--- config.mk ---
export PLATFORM = sky130hd
export DESIGN_NAME = uart_rx_word
export DESIGN_NICKNAME = d
export VERILOG_FILES = /design/src/rtl/uart_pkg.sv /design/src/rtl/uart_rx_byte.sv /design/src/rtl/uart_rx_word.sv
export SDC_FILE = /design/constraint.sdc
export NUM_CORES = 1
export LEC_CHECK = 0
export BUFFER_PORTS_ARGS = -buffer_cell sky130_fd_sc_hd__buf_2
export CAP_MARGIN = 15
export CORE_UTILIZATION = 40
export DETAILED_ROUTE_END_ITERATION = 12
export GPL_TIMING_DRIVEN = 0
export RECOVER_POWER = 100
export SLEW_MARGIN = 20
export SYNTH_ARGS = -nofsm -noshare
export SYNTH_HDL_FRONTEND = slang
export SYNTH_SLANG_ARGS = --single-unit
--- constraint.sdc ---
create_clock -name clk -period 4.71 [get_ports clk]
set_input_delay 0.942 -clock clk [delete_from_list [all_inputs] [get_ports clk]]
set_output_delay 0.942 -clock clk [all_outputs]
set_load 0.02 [all_outputs]
--- src/rtl/uart_pkg.sv ---
// uart_pkg
// Shared definitions for the UART word receiver slice: frame geometry and
// the bit-level receiver state type.
// Optional feature macro: UART_RX_PARITY_EN adds an even-parity bit after the
// data bits, which brings in the ST_PARITY state.

`timescale 1ns/1ps

package uart_pkg;

    localparam int DATA_BITS      = 8;
    localparam int BYTES_PER_WORD = 4;

    typedef enum logic [2:0] {
        ST_IDLE,
        ST_START,
        ST_DATA,
`ifdef UART_RX_PARITY_EN
        ST_PARITY,
`endif
        ST_STOP
    } rx_state_t;

endpackage

--- src/rtl/uart_rx_byte.sv ---
// uart_rx_byte
// Bit-level UART receiver: synchronizes rx, finds the start bit, samples each
// bit at its mid-point and reports every finished frame as a good or bad byte.
// Ports:
//   clk, rst_n  - system clock, asynchronous active-low reset
//   enable      - allows a new frame to start (frames in flight always finish)
//   rx          - asynchronous serial line, idle high
//   rx_byte     - received data byte, valid while byte_good is high
//   byte_good   - one-cycle strobe: stop bit (and parity) correct
//   byte_err    - one-cycle strobe: stop bit (or parity) wrong, byte unusable
// Optional feature macro: UART_RX_PARITY_EN (even parity bit after the data).

`timescale 1ns/1ps

module uart_rx_byte
    import uart_pkg::*;
#(
    parameter int CLKS_PER_BIT = 434
) (
    input  logic                 clk,
    input  logic                 rst_n,
    input  logic                 enable,
    input  logic                 rx,
    output logic [DATA_BITS-1:0] rx_byte,
    output logic                 byte_good,
    output logic                 byte_err
);

    localparam logic [15:0] HALF_CNT = 16'(CLKS_PER_BIT / 2);
    localparam logic [15:0] LAST_CNT = 16'(CLKS_PER_BIT - 1);
    localparam logic [2:0]  LAST_BIT = 3'(DATA_BITS - 1);

    rx_state_t            state;
    logic                 rx_meta;
    logic                 rx_sync;
    logic [15:0]          clk_cnt;
    logic [2:0]           bit_idx;
    logic [DATA_BITS-1:0] shift_reg;
    logic                 stop_sample;
    logic                 frame_ok;
`ifdef UART_RX_PARITY_EN
    logic                 parity_ok;
`endif

    // Two-flop synchronizer plus the frame FSM. The counter restarts at every
    // sample point, so after the start-bit mid-point each later sample lands a
    // full bit period later, i.e. in the middle of the next bit.
    always_ff @(posedge clk or negedge rst_n) begin
        if (!rst_n) begin
            rx_meta   <= 1'b1;
            rx_sync   <= 1'b1;
            state     <= ST_IDLE;
            clk_cnt   <= '0;
            bit_idx   <= '0;
            shift_reg <= '0;
`ifdef UART_RX_PARITY_EN
            parity_ok <= 1'b0;
`endif
        end else begin
            rx_meta <= rx;
            rx_sync <= rx_meta;
            case (state)
                ST_IDLE: begin
                    clk_cnt <= '0;
                    bit_idx <= '0;
                    if (!rx_sync && enable) begin
                        state <= ST_START;
                    end
                end
                ST_START: begin
                    if (clk_cnt == HALF_CNT) begin
                        clk_cnt <= '0;
                        // A line that is high again at mid-start was a glitch
                        state   <= rx_sync ? ST_IDLE : ST_DATA;
                    end else begin
                        clk_cnt <= clk_cnt + 16'd1;
                    end
                end
                ST_DATA: begin
                    if (clk_cnt == LAST_CNT) begin
                        clk_cnt   <= '0;
                        shift_reg <= {rx_sync, shift_reg[DATA_BITS-1:1]};
                        bit_idx   <= bit_idx + 3'd1;
                        if (bit_idx == LAST_BIT) begin
`ifdef UART_RX_PARITY_EN
                            state <= ST_PARITY;
`else
                            state <= ST_STOP;
`endif
                        end
                    end else begin
                        clk_cnt <= clk_cnt + 16'd1;
                    end
                end
`ifdef UART_RX_PARITY_EN
                ST_PARITY: begin
                    if (clk_cnt == LAST_CNT) begin
                        clk_cnt   <= '0;
                        parity_ok <= (rx_sync == (^shift_reg));
                        state     <= ST_STOP;
                    end else begin
                        clk_cnt <= clk_cnt + 16'd1;
                    end
                end
`endif
                ST_STOP: begin
                    if (clk_cnt == LAST_CNT) begin
                        clk_cnt <= '0;
                        state   <= ST_IDLE;
                    end else begin
                        clk_cnt <= clk_cnt + 16'd1;
                    end
                end
                default: state <= ST_IDLE;
            endcase
        end
    end

    // The verdict strobes are decoded from the stop-bit sample point so the
    // word stage can register the result on that same edge.
    assign stop_sample = (state == ST_STOP) && (clk_cnt == LAST_CNT);
`ifdef UART_RX_PARITY_EN
    assign frame_ok    = rx_sync && parity_ok;
`else
    assign frame_ok    = rx_sync;
`endif
    assign byte_good   = stop_sample && frame_ok;
    assign byte_err    = stop_sample && !frame_ok;
    assign rx_byte     = shift_reg;

endmodule

--- src/rtl/uart_rx_word.sv ---
// uart_rx_word
// UART receiver that packs four good bytes (little-endian) into a 32-bit word
// offered through a valid/ready handshake.
// Ports:
//   clk, rst_n  - system clock, asynchronous active-low reset
//   enable      - allows new frames to start
//   rx          - asynchronous serial line, idle high
//   word_data   - last delivered word, byte 0 in bits [7:0]
//   word_valid  - word_data not yet consumed
//   word_ready  - consumer takes the word when high together with word_valid
//   frame_err   - one-cycle pulse for a frame with a bad stop (or parity) bit
//   overrun     - one-cycle pulse when a completed word is dropped
// Optional feature macro: UART_RX_PARITY_EN (even parity bit per frame).

`timescale 1ns/1ps

module uart_rx_word
    import uart_pkg::*;
#(
    parameter int CLKS_PER_BIT = 434
) (
    input  logic        clk,
    input  logic        rst_n,
    input  logic        enable,
    input  logic        rx,
    output logic [31:0] word_data,
    output logic        word_valid,
    input  logic        word_ready,
    output logic        frame_err,
    output logic        overrun
);

    localparam int WORD_W = DATA_BITS * BYTES_PER_WORD;
    localparam int IDX_W  = $clog2(BYTES_PER_WORD);
    localparam logic [IDX_W-1:0] LAST_IDX = IDX_W'(BYTES_PER_WORD - 1);

    logic [DATA_BITS-1:0] rx_byte;
    logic                 byte_good;
    logic                 byte_err;
    logic [IDX_W-1:0]     byte_idx;
    logic [WORD_W-1:0]    asm_reg;
    logic                 word_done;
    logic                 can_load;

    uart_rx_byte #(
        .CLKS_PER_BIT (CLKS_PER_BIT)
    ) u_rx_byte (
        .clk       (clk),
        .rst_n     (rst_n),
        .enable    (enable),
        .rx        (rx),
        .rx_byte   (rx_byte),
        .byte_good (byte_good),
        .byte_err  (byte_err)
    );

    assign word_done = byte_good && (byte_idx == LAST_IDX);
    // A word may load when the output is empty or is being consumed right now
    assign can_load  = !word_valid || word_ready;

    // Byte assembly and output handshake. Discarded frames only raise
    // frame_err; they never advance the index or touch the assembly register.
    always_ff @(posedge clk or negedge rst_n) begin
        if (!rst_n) begin
            byte_idx   <= '0;
            asm_reg    <= '0;
            word_data  <= '0;
            word_valid <= 1'b0;
            frame_err  <= 1'b0;
            overrun    <= 1'b0;
        end else begin
            frame_err <= byte_err;
            overrun   <= 1'b0;
            if (byte_good) begin
                asm_reg[{byte_idx, 3'b000} +: DATA_BITS] <= rx_byte;
                byte_idx <= byte_idx + 1'b1;
            end
            if (word_done) begin
                if (can_load) begin
                    word_data  <= {rx_byte, asm_reg[WORD_W-DATA_BITS-1:0]};
                    word_valid <= 1'b1;
                end else begin
                    overrun <= 1'b1;
                end
            end else if (word_valid && word_ready) begin
                word_valid <= 1'b0;
            end
        end
    end

endmodule

==> summary.md, run 1 <==
| Metric | Value |
|---|---|
| Mapped Area | 0.00411 sq mm |
| Most used DFF post-synth | dfrtp_1 |
| Cell count after synthesis | 346 |
| Clk sinks | 92 |
| Worst-skew pair later-pin latency | 0.36 ns |
| Cell Pwr Density | 320 mW/mm^2 |
| Commonest non-fill, non-tap cell in the layout | dfrtp_1 |
| Max-Cap Viols | 1 |
| Placed Instance Area | 0.00451 sq mm |
| Crit Path Max Fanout | 77 |
| Hold buffer count at CTS | 0 |
| Die W | 103 microns |
| R2r setup slk | 1.85 ns |
| Fin nets | 411 |
| Synth unique cells | 38 |
| Post-CTS setup repair buffer count | 0 |
| Most frequent cells in the layout | dfrtp_1 (90), clkbuf_1 (52), o21ai_0 (49) |
| DR WL/cell | 15.2 microns |
| Final total negative setup slack | 0 ns |
| Async set-reset flop share out of synthesis | 100% |
| Post-Syn Nets | 360 |
| Final hold violations | 0 |
| CTS H-tree depth | 3 |
| Outcome | finished with violations |
| Fin crit share | 62.2% |
| Synth warn | 0 |
| Total Power | 1.45 mW |
| Clk buf depth | 2 |
| WS Path Type | in2async |
| Max incr delay on CP | 1.49 ns |
| Clock root buffer master | clkbuf_8 |
| Initial antenna violation count | 0 |
| Failing checks | capacitance limit, slew limit |
| Reg2reg path depth | 8 |
| Max FFs per register | 32 |
| Worst vdd ir | 0.173 mV |
| Share of cells above drive strength 1 | 10.9% |
| Critical Path Sink Type | asynchronous set/reset pin |
| CP Launch Type | input pin |
| DRT iter0 DRCs | 102 |
| Setup violators final | 0 |
| Hold path startpoint | u_rx_byte.rx_meta$_DFF_PN1_ |
| Worst Hold Slack | 0.356 ns |
| Via density | 5.15 |
| Setup WS pre-CTS | 2.33 ns |
| Max-slew violation count | 78 |
| Drt total wl | 8.11 mm |
| Fin cells | 535 |
| P_leak | 2.08 nW |
| Post-cts resize count | 0 |
| Ant diodes | 0 |
| Initial core utilization | 41.7% |
| Worst Hold Class | reg2reg |
| Placement Rows | 36 |
| R2r startpoint | u_rx_byte.clk_cnt[1]$_DFFE_PN0P_ |
| First-pass GRT wire length | 13.0 mm |
| Hold endpoint | u_rx_byte.frame_ok$_DFF_PN1_ |
| CP max-delay cell | clkbuf_2 |
| Worst-Margin Slew | 1.90 ns |
| Vias | 2756 |
| TritonCTS clock tree | done |
| CP top delay family | buffers and inverters |
| Clk slew on worst S/H paths | 0.09 ns |
| Core area | 0.00986 sq mm |
| Fin util | 46.0% |
| CP arrival | 3.05 ns |
| Min Tclk post-route | 2.93 ns |
| Vias in the first global route | 2610 |
| DR DRC count | 0 |
| I/O pin count | 40 |
| RSZ-0062 raised after global routing | no |
| P&R area growth vs syn | 10.4% |
| FF+latch count, synth | 92 |
| EDFF count, synth | 0 |
| Terminus of the critical flop-to-flop path | word_data[28]$_DFFE_PN0P_ |
| Grt total ovfl | 0 |
| Global-route usage over all layers | 16.1% |
| Placed cells | 519 |
| Worst path bufs/invs | 2 |
| Num CTS Buffers | 9 |
| Worst Skew | 0.0103 ns |
| Gpl congestion | 0.803 |
| PortBufs | 39 |
| Fin area | 0.00454 sq mm |
| Die H | 103 microns |
| Sequential share of the synthesized area | 56.0% |
| First-pass DRT Iterations | 4 |
| Worst Hold Depth | 0 |
| Final HPWL DP | 5.41 mm |
| Start point of the critical path | rst_n |
| Fmax | 341 MHz |
| Mean Syn Cell Area | 11.9 sq um |
| Antenna viol nets, final | 0 |
| Setup WS post-layout | 1.78 ns |
| Worst slew margin | -26.5% |
| Pin count of the biggest net entering global routing | 78 |
| Critical Path, Cell by Cell | clkbuf_1 -> clkbuf_2 |
| WP data required | 4.83 ns |
| Die area | 0.0107 sq mm |
layout make-up:
class	count	area [sq um]
Buffer	18	70.1
Clock buffer	9	124
Clock inverter	7	121
Fill cell	975	5320
Inverter	4	15.0
Multi-Input combinational cell	232	1580
Sequential cell	92	2300
Tap cell	133	166
Timing Repair Buffer	40	155
cell usage after synthesis, types with 2 or more instances:
cell type / count / area [sq um]
nor4_1: 2 / 12.5
mux2_4: 30 / 450
or2_2: 3 / 18.8
nor3b_1: 4 / 30.0
and4bb_2: 2 / 25.0
clkbuf_1: 12 / 45.0
or3_1: 5 / 31.3
nor4bb_1: 2 / 20.0
ha_1: 9 / 113
nand3_1: 16 / 80.1
buf_6: 3 / 33.8
nor3_1: 3 / 15.0
and3_1: 4 / 25.0
dfrtp_1: 90 / 2250
xnor2_1: 9 / 78.8
a21oi_1: 2 / 10.0
inv_1: 4 / 15.0
xor2_1: 5 / 43.8
nand2_1: 36 / 135
o21ai_0: 49 / 245
nand4_1: 6 / 37.5
nor2_1: 21 / 78.8
buf_2: 3 / 15.0
dfstp_2: 2 / 52.6
mux2_2: 11 / 124
how the worst max path moves through the flow:
stage,endpoint,slack (ns),cells after the start
3_5_place_dp,u_rx_byte.clk_cnt[15]$_DFFE_PN0P_,2.33,7
6_report,asm_reg[10]$_DFFE_PN0P_,1.78,2
5_1_grt,asm_reg[4]$_DFFE_PN0P_,1.24,2
3_3_place_gp,word_data[4]$_DFFE_PN0P_,1.82,1
2_1_floorplan,word_data[0]$_DFFE_PN0P_,2.68,5
4_1_cts,u_rx_byte.clk_cnt[15]$_DFFE_PN0P_,2.29,7
logic make-up after synthesis:
group | Yosys count | share of synthesized area (%)
simple gates | 112 | 14.4
mux | 42 | 14.2
buf+inv | 22 | 2.65
xor+xnor | 14 | 2.98
flops | 92 | 56.0
fa+ha+maj | 9 | 2.74
compound gates | 55 | 7.00
layer usage:
layer	GRT usage (%)	vias to the layer above	wire, microns
met2	25.4	66	3810
met4	5.20	0	107
met5	0	-	0
met3	4.23	11	328
met1	21.7	1372	3870
li1	-	1307	-
power breakdown:
group / switching (mW) / total (mW) / internal, mW
Combinational: 0.0162 / 0.0178 / 0.00159
Sequential: 0.000217 / 0.791 / 0.791
Clock: 0.288 / 0.644 / 0.356
No activity file was read; power rests on OpenSTA's default activity.
==> run 2: changes to the inputs <==
--- a/config.mk
+++ b/config.mk
@@ -5,6 +5,7 @@
 export SDC_FILE = /design/constraint.sdc
 export NUM_CORES = 1
 export LEC_CHECK = 0
+export ABC_AREA = 1
 export BUFFER_PORTS_ARGS = -buffer_cell sky130_fd_sc_hd__buf_2
 export CAP_MARGIN = 15
 export CORE_UTILIZATION = 40
==> constraint.sdc (replaced) <==
create_clock -name clk -period 2.37 [get_ports clk]
set_input_delay 0.474 -clock clk [delete_from_list [all_inputs] [get_ports clk]]
set_output_delay 0.474 -clock clk [all_outputs]
set_load 0.02 [all_outputs]
==> run 2 against run 1 <==
Compared with the run above: the flow now finishes without violations; via count increased by 19%; critical path type is now reg2reg; non-clock buffer count increased by 3; utilization increased by 1.5 points; register-to-register slack got worse by 1.6 ns.
==> summary.md, run 2 <==
| Metric | Value |
|---|---|
| Commonest non-fill, non-tap cell in the layout | nand2_1 (was dfrtp_1) |
| DRT iter0 DRCs | 148 (was 102) |
| CTS H-tree depth | 3 (unchanged) |
| R2r startpoint | u_rx_byte.clk_cnt[1]$_DFFE_PN0P_ (unchanged) |
| Clk slew on worst S/H paths | 0.09 ns (about the same) |
| FF+latch count, synth | 92 (unchanged) |
| Met1 global-route usage | 24.2% (was 21.7%) |
| First-pass GRT wire length | 15.4 mm (was 13.0 mm) |
| TritonCTS clock tree | done (unchanged) |
| Antenna viol nets, final | 0 (unchanged) |
| RSZ-0062 raised after global routing | no (unchanged) |
| Cell count after synthesis | 485 (was 346) |
| Area share of the largest cell type after synthesis | 53.9% (was 54.8%) |
| Synth unique cells | 29 (was 38) |
| Terminus of the critical flop-to-flop path | word_data[14]$_DFFE_PN0P_ (was word_data[28]$_DFFE_PN0P_) |
| Fin nets | 551 (was 411) |
| Initial antenna violation count | 0 (unchanged) |
| I/O pin count | 40 (unchanged) |
| Share of cells above drive strength 1 | 7.93% (was 10.9%) |
| Worst-skew pair later-pin latency | 0.37 ns (was 0.36 ns) |
| Grt total ovfl | 0 (unchanged) |
| Clock root buffer master | clkbuf_8 (unchanged) |
| R2r setup slk | 0.26 ns (was 1.85 ns) |
| CP max-delay cell | dfrtp_1 (was clkbuf_2) |
| Critical Path, Cell by Cell | inv_1 -> ha_1 -> inv_1 -> nor2_1 -> nand2_1 -> nor2_1 -> nand2_1 -> nor2_1 -> nand4_1 -> clkbuf_2 -> nand2_1 -> nand2_1 (was clkbuf_1 -> clkbuf_2) |
| Final HPWL DP | 6.60 mm (was 5.41 mm) |
| Cell Pwr Density | 596 mW/mm^2 (was 320 mW/mm^2) |
| Fin crit share | 88.9% |
| Initial core utilization | 42.0% (was 41.7%) |
| Placement Rows | 36 (unchanged) |
| Worst Skew | 0.0112 ns (was 0.0103 ns) |
| Ant diodes | 0 (unchanged) |
| PortBufs | 39 (unchanged) |
| Via density | 4.87 (was 5.15) |
| Min Tclk post-route | 2.11 ns |
| Reg2reg path depth | 12 (was 8) |
| Worst Hold Class | in2reg (was reg2reg) |
| Final total negative setup slack | 0 ns (unchanged) |
| Die H | 104 microns (was 103 microns) |
| WP data required | 2.63 ns (was 4.83 ns) |
| Die W | 104 microns (was 103 microns) |
| Die area | 0.0109 sq mm (was 0.0107 sq mm) |
| EDFF count, synth | 0 (unchanged) |
| Synth warn | 0 (unchanged) |
| Worst vdd ir | 0.349 mV (was 0.173 mV) |
| Fmax | 475 MHz |
| GR peak layer | met2 (unchanged) |
| Top cells by area, synth | dfrtp_1 (54%), nand2_1 (15%), nand4_1 (5.4%) (was dfrtp_1 (55%), mux2_4 (11%), o21ai_0 (6.0%)) |
| Mapped Area | 0.00418 sq mm (was 0.00411 sq mm) |
| Worst Hold Depth | 1 (was 0) |
| Worst Hold Slack | 0.200 ns (was 0.356 ns) |
| Vias in the first global route | 3225 (was 2610) |
| First-pass DRT Iterations | 4 (unchanged) |
| Max FFs per register | 32 (unchanged) |
| Global-route usage over all layers | 17.6% (was 16.1%) |
| Synth cell count leaders | nand2_1 (170), dfrtp_1 (90), nor2_1 (44) (was dfrtp_1 (90), o21ai_0 (49), nand2_1 (36)) |
| Drt total wl | 9.02 mm (was 8.11 mm) |
| Most frequent cell after synthesis | nand2_1 (was dfrtp_1) |
| Crit Path Max Fanout | 10 (was 77) |
| Num CTS Buffers | 9 (unchanged) |
| Outcome | completed (was finished with violations) |
| Sequential share of the synthesized area | 55.1% (was 56.0%) |
| Max-Cap Viols | 0 (was 1) |
| Clk buf depth | 2 (unchanged) |
| Max-slew violation count | 0 (was 78) |
| Hold endpoint | u_rx_byte.rx_meta$_DFF_PN1_ (was u_rx_byte.frame_ok$_DFF_PN1_) |
| Worst slew margin | 8.78% (was -26.5%) |
| Total Power | 2.82 mW (was 1.45 mW) |
| Post-Syn Nets | 499 (was 360) |
| Hold path startpoint | rx (was u_rx_byte.rx_meta$_DFF_PN1_) |
| Most used DFF post-synth | dfrtp_1 (unchanged) |
| Post-cts resize count | 0 (unchanged) |
| Mean Syn Cell Area | 8.62 sq um (was 11.9 sq um) |
| WS Path Type | reg2reg (was in2async) |
| M2 GR Usage | 27.8% (was 25.4%) |
| Max incr delay on CP | 0.41 ns (was 1.49 ns) |
| P&R area growth vs syn | 13.2% (was 10.4%) |
| CP most frequent cell | nand2_1 |
| Final hold violations | 0 (unchanged) |
| DR DRC count | 0 (unchanged) |
| Clk sinks | 92 (unchanged) |
| Post-CTS setup repair buffer count | 0 (unchanged) |
| Critical Path Sink Type | flip-flop (was asynchronous set/reset pin) |
| Met3 Use GR | 4.20% (was 4.23%) |
| Fin util | 47.5% (was 46.0%) |
| DR WL/cell | 13.4 microns (was 15.2 microns) |
| Synth area leader | dfrtp_1 (unchanged) |
| Core area | 0.00995 sq mm (was 0.00986 sq mm) |
| Gpl congestion | 0.904 (was 0.803) |
| CP arrival | 2.37 ns (was 3.05 ns) |
| CP Launch Type | flip-flop (was input pin) |
| Most frequent cells in the layout | nand2_1 (172), dfrtp_1 (90), nor2_1 (45) (was dfrtp_1 (90), clkbuf_1 (52), o21ai_0 (49)) |
| Pin count of the biggest net entering global routing | 65 (was 78) |
| Async set-reset flop share out of synthesis | 100% (unchanged) |
| Worst-Margin Slew | 1.37 ns (was 1.90 ns) |
| Vias | 3284 (was 2756) |
| P_leak | 2.28 nW (was 2.08 nW) |
| Setup violators final | 0 (unchanged) |
==> run 2: cell count changes in the layout (fill, tap and decap cells not counted), sizes merged, moves of 12 or more <==
cell   delta
nand2   +138
mux2     -41
nand4    +29
inv      +27
nor2     +25
o21ai    -12
==> run 2: what timing repair did <==
item,4_1_cts,5_1_grt
hold endpoints to repair,28,0
hold buffers,1,0
setup endpoints to repair,0,0
==> run 2: final cells by class <==
class	instances	area (sq um)
fill	1020	5220
sequential	92	2300
multi-input combinational	341	1610
timing repair buffer	41	193
tap	133	166
clock buffer	10	138
inverter	32	120
buffer	20	109
clock inverter	6	95.1
==> run 2: power by group <==
part	switching, mW	internal (mW)
registers	0.00170	1.57
clock network	0.572	0.631
logic	0.0323	0.00907
==> run 2: stage by stage <==
step	worst slack, ns	cells	area [sq um]
after floorplan	0.692	485	4180
after global placement	-0.0435	657	4540
after detailed placement	0.276	658	4580
after CTS	0.252	675	4820
after global routing	0.0158	675	4730
final	0.263	675	4730
==> run 2: metal layers <==
| metal | wire, microns | vias up |
|---|---|---|
| met3 | 295 | 8 |
| li1 | - | 1674 |
| met5 | 0 | - |
| met4 | 95 | 0 |
| met1 | 4610 | 1557 |
| met2 | 4020 | 45 |
==> run 2: how the worst max path moves through the flow <==
| stage | endpoint | startpoint | slack, ns | cells after the start |
|---|---|---|---|---|
| finish | word_data[14]$_DFFE_PN0P_ | u_rx_byte.clk_cnt[1]$_DFFE_PN0P_ | 0.26 | 12 |
| detailed placement | word_data[4]$_DFFE_PN0P_ | u_rx_byte.clk_cnt[1]$_DFFE_PN0P_ | 0.28 | 12 |
| floorplan | asm_reg[22]$_DFFE_PN0P_ | u_rx_byte.clk_cnt[1]$_DFFE_PN0P_ | 0.69 | 13 |
| CTS | word_data[4]$_DFFE_PN0P_ | u_rx_byte.clk_cnt[1]$_DFFE_PN0P_ | 0.25 | 12 |
| global route | word_data[9]$_DFFE_PN0P_ | u_rx_byte.clk_cnt[1]$_DFFE_PN0P_ | 0.02 | 12 |
| global placement | word_data[9]$_DFFE_PN0P_ | rst_n | -0.04 | 1 |
==> run 2: kinds of logic after synthesis <==
logic type	after synthesis	synth area share [%]
flops	92	55.1
compound gates	45	6.26
fa+ha+maj	9	2.69
simple gates	279	28.7
buf+inv	52	5.51
xor+xnor	8	1.68
==> run 2: worst max-delay path, delay by kind of cell (launching register included) <==
family	cells	cell delay, ns
flip-flops	1	0.41
AND/OR/NAND/NOR	8	1.02
buffers and inverters	3	0.41
adder cells (fa/ha/maj)	1	0.16
==> run 3: changes to the inputs <==
==> constraint.sdc (replaced) <==
create_clock -name clk -period 1.9 [get_ports clk]
set_input_delay 0.38 -clock clk [delete_from_list [all_inputs] [get_ports clk]]
set_output_delay 0.38 -clock clk [all_outputs]
set_load 0.02 [all_outputs]
==> run 3 against run 2 <==
Compared with the run above: combinational power increased by 15%; sequential power increased by 25%; global-route usage increased by 0.055 points; clock skew increased by 0.0011 ns; sequential cell count unchanged; power increased by 25%.
==> summary.md, run 3 (synthesis gave the netlist of run 2 again) <==
| Metric | Value |
|---|---|
| Via density | 4.93 (was 4.87) |
| Clk sinks | 92 (unchanged) |
| Met1 global-route usage | 24.6% (was 24.2%) |
| Gpl congestion | 0.904 (unchanged) |
| Critical Path Sink Type | flip-flop (unchanged) |
| Worst-Margin Slew | 0.724 ns (was 1.37 ns) |
| Vias in the first global route | 3220 (was 3225) |
| Critical Path, Cell by Cell | inv_1 -> ha_2 -> inv_2 -> nor2_2 -> nand2_1 -> nor2_2 -> nand2_2 -> nor2_2 -> nand4_1 -> buf_6 -> buf_8 -> nand2_1 -> nand2_1 (was inv_1 -> ha_1 -> inv_1 -> nor2_1 -> nand2_1 -> nor2_1 -> nand2_1 -> nor2_1 -> nand4_1 -> clkbuf_2 -> nand2_1 -> nand2_1) |
| TritonCTS clock tree | done (unchanged) |
| GR peak layer | met2 (unchanged) |
| M2 GR Usage | 27.6% (was 27.8%) |
| Global-route usage over all layers | 17.6% (about the same) |
| Initial core utilization | 42.0% (unchanged) |
| Multi-input logic area | 0.00180 sq mm (was 0.00161 sq mm) |
| First-pass GRT wire length | 15.4 mm (about the same) |
| Cell Pwr Density | 690 mW/mm^2 (was 596 mW/mm^2) |
| Worst-skew pair later-pin latency | 0.37 ns (about the same) |
| CP top delay family | simple AND/OR/NAND/NOR gates (unchanged) |
| Initial antenna violation count | 0 (unchanged) |
| RSZ-0062 raised after global routing | yes (was no) |
| R2r setup slk | 0.02 ns (was 0.26 ns) |
| Fin crit share | 98.8% (was 88.9%) |
| Grt total ovfl | 0 (unchanged) |
| CP Launch Type | flip-flop (unchanged) |
| Min Tclk post-route | 1.88 ns (was 2.11 ns) |
| Placement Rows | 36 (unchanged) |
| DR WL/cell | 13.8 microns (was 13.4 microns) |
| Worst Hold Class | in2reg (unchanged) |
| Reg2reg path depth | 13 (was 12) |
| Clk buf depth | 2 (unchanged) |
| P_leak | 2.40 nW (was 2.28 nW) |
| Clk slew on worst S/H paths | 0.09 ns (about the same) |
| Die W | 104 microns (unchanged) |
| Num CTS Buffers | 9 (unchanged) |
| Worst vdd ir | 0.437 mV (was 0.349 mV) |
| Most frequent cells in the layout | nand2_1 (146), dfrtp_1 (90), clkbuf_1 (42) (was nand2_1 (172), dfrtp_1 (90), nor2_1 (45)) |
| Worst slew margin | 51.7% (was 8.78%) |
| DRT iter0 DRCs | 144 (was 148) |
| Worst Skew | 0.0123 ns (was 0.0112 ns) |
| Max incr delay on CP | 0.41 ns (about the same) |
| I/O pin count | 40 (unchanged) |
| Max-Cap Viols | 0 (unchanged) |
| Max-slew violation count | 0 (unchanged) |
| PortBufs | 39 (unchanged) |
| Antenna viol nets, final | 0 (unchanged) |
| Met3 Use GR | 4.20% (unchanged) |
| P&R area growth vs syn | 22.0% (was 13.2%) |
| Outcome | completed (unchanged) |
| CTS H-tree depth | 3 (unchanged) |
| Worst path bufs/invs | 4 (was 3) |
| Share of cells above drive strength 1 | 19.3% (was 7.93%) |
| Worst Hold Depth | 1 (unchanged) |
| Ant diodes | 0 (unchanged) |
| Drt total wl | 9.45 mm (was 9.02 mm) |
| Final HPWL DP | 6.60 mm (unchanged) |
| Worst path depth | 13 (was 12) |
| DR DRC count | 0 (unchanged) |
| Clock root buffer master | clkbuf_8 (unchanged) |
| Core area | 0.00995 sq mm (unchanged) |
| Die area | 0.0109 sq mm (unchanged) |
| Final total negative setup slack | 0 ns (unchanged) |
| Max FFs per register | 32 (unchanged) |
| WP data required | 2.16 ns (was 2.63 ns) |
| Sequential standard cell area | 0.00230 sq mm (unchanged) |
| Setup violators final | 0 (unchanged) |
| Die H | 104 microns (unchanged) |
| CP arrival | 2.14 ns (was 2.37 ns) |
| First-pass DRT Iterations | 5 (was 4) |
| Vias | 3389 (was 3284) |
| WS Path Type | reg2reg (unchanged) |
| Worst Hold Slack | 0.106 ns (was 0.200 ns) |
| Pin count of the biggest net entering global routing | 65 (unchanged) |
| CP max-delay cell | dfrtp_1 (unchanged) |
| Fmax | 533 MHz (was 475 MHz) |
| Fillers | 988 (was 1020) |
| Fin nets | 563 (was 551) |
| Final hold violations | 0 (unchanged) |
| Commonest non-fill, non-tap cell in the layout | nand2_1 (unchanged) |
| Crit Path Max Fanout | 10 (unchanged) |
run 3: cell count changes in the layout (fill, tap and decap cells not counted), moves of 4 or more:
cell,previous run,this run
nor2_1,45,39
buf_4,3,9
o21ai_2,2,15
buf_8,0,6
nand2_1,172,146
o21ai_0,28,13
nand2_2,1,24
buf_6,2,6
run 3: layer usage:
metal  part of all wire, %  wire (microns)  vias up
met2                    47            4430       55
met1                    49            4600     1627
met4                  0.78              74        0
li1                      -               -     1700
met3                   3.7             345        7
met5                     0               0        -
run 3: worst paths after layout:
check                                                 start                                to
setup / recovery           u_rx_byte.clk_cnt[1]$_DFFE_PN0P_          word_data[4]$_DFFE_PN0P_
hold / removal                                           rx       u_rx_byte.rx_meta$_DFF_PN1_
setup reg to reg           u_rx_byte.clk_cnt[1]$_DFFE_PN0P_          word_data[4]$_DFFE_PN0P_
hold reg to reg                 u_rx_byte.rx_meta$_DFF_PN1_      u_rx_byte.frame_ok$_DFF_PN1_
max in group asynchronous                             rst_n  u_rx_byte.clk_cnt[8]$_DFFE_PN0P_
min in group asynchronous                             rst_n          word_data[1]$_DFFE_PN0P_
run 3: timing repair:
| action | in CTS | in global routing |
|---|---|---|
| setup buffers | 4 | 5 |
| resized for setup | 8 | 66 |
| hold endpoints to repair | 28 | 0 |
| gates cloned | 0 | 3 |
| endpoints found under the setup margin | 43 | 80 |
| hold buffers | 1 | 0 |
| pin swaps | 1 | 4 |
run 3: through the flow:
stage / util, % / setup WS [ns] / std cells / instance area (sq um) / total power, mW
after floorplan: - / 0.222 / 485 / 4180 / 2.00
after global placement: 45.6 / -0.419 / 657 / 4540 / 2.05
after detailed placement: 46.0 / -0.194 / 658 / 4580 / 2.06
after CTS: 48.9 / 0.0188 / 679 / 4870 / 3.58
after global routing: 51.2 / -0.106 / 687 / 5100 / 3.65
final: 51.2 / 0.0237 / 687 / 5100 / 3.52
run 3: worst register-to-register path: cells and delay by family, from the launching register on:
kind | cells | cell delay (ns)
DFF | 1 | 0.41
adders and majority gates | 1 | 0.18
buffers and inverters | 4 | 0.41
and+or+nand+nor | 8 | 0.76
run 3: layout make-up:
type,count,share of cell area (%)
flip-flops and latches,92,45.2
inverters,32,2.35
clock inverters,6,1.86
plain buffers,20,3.29
repair buffers,53,6.13
multi-input cells,341,35.2
well taps,133,3.26
clock buffers,10,2.70
run 3: power breakdown:
part | total [mW] | internal [mW] | switching [mW]
clock network | 1.51 | 0.788 | 0.721
logic | 0.0478 | 0.00704 | 0.0408
registers | 1.96 | 1.96 | 0.00214
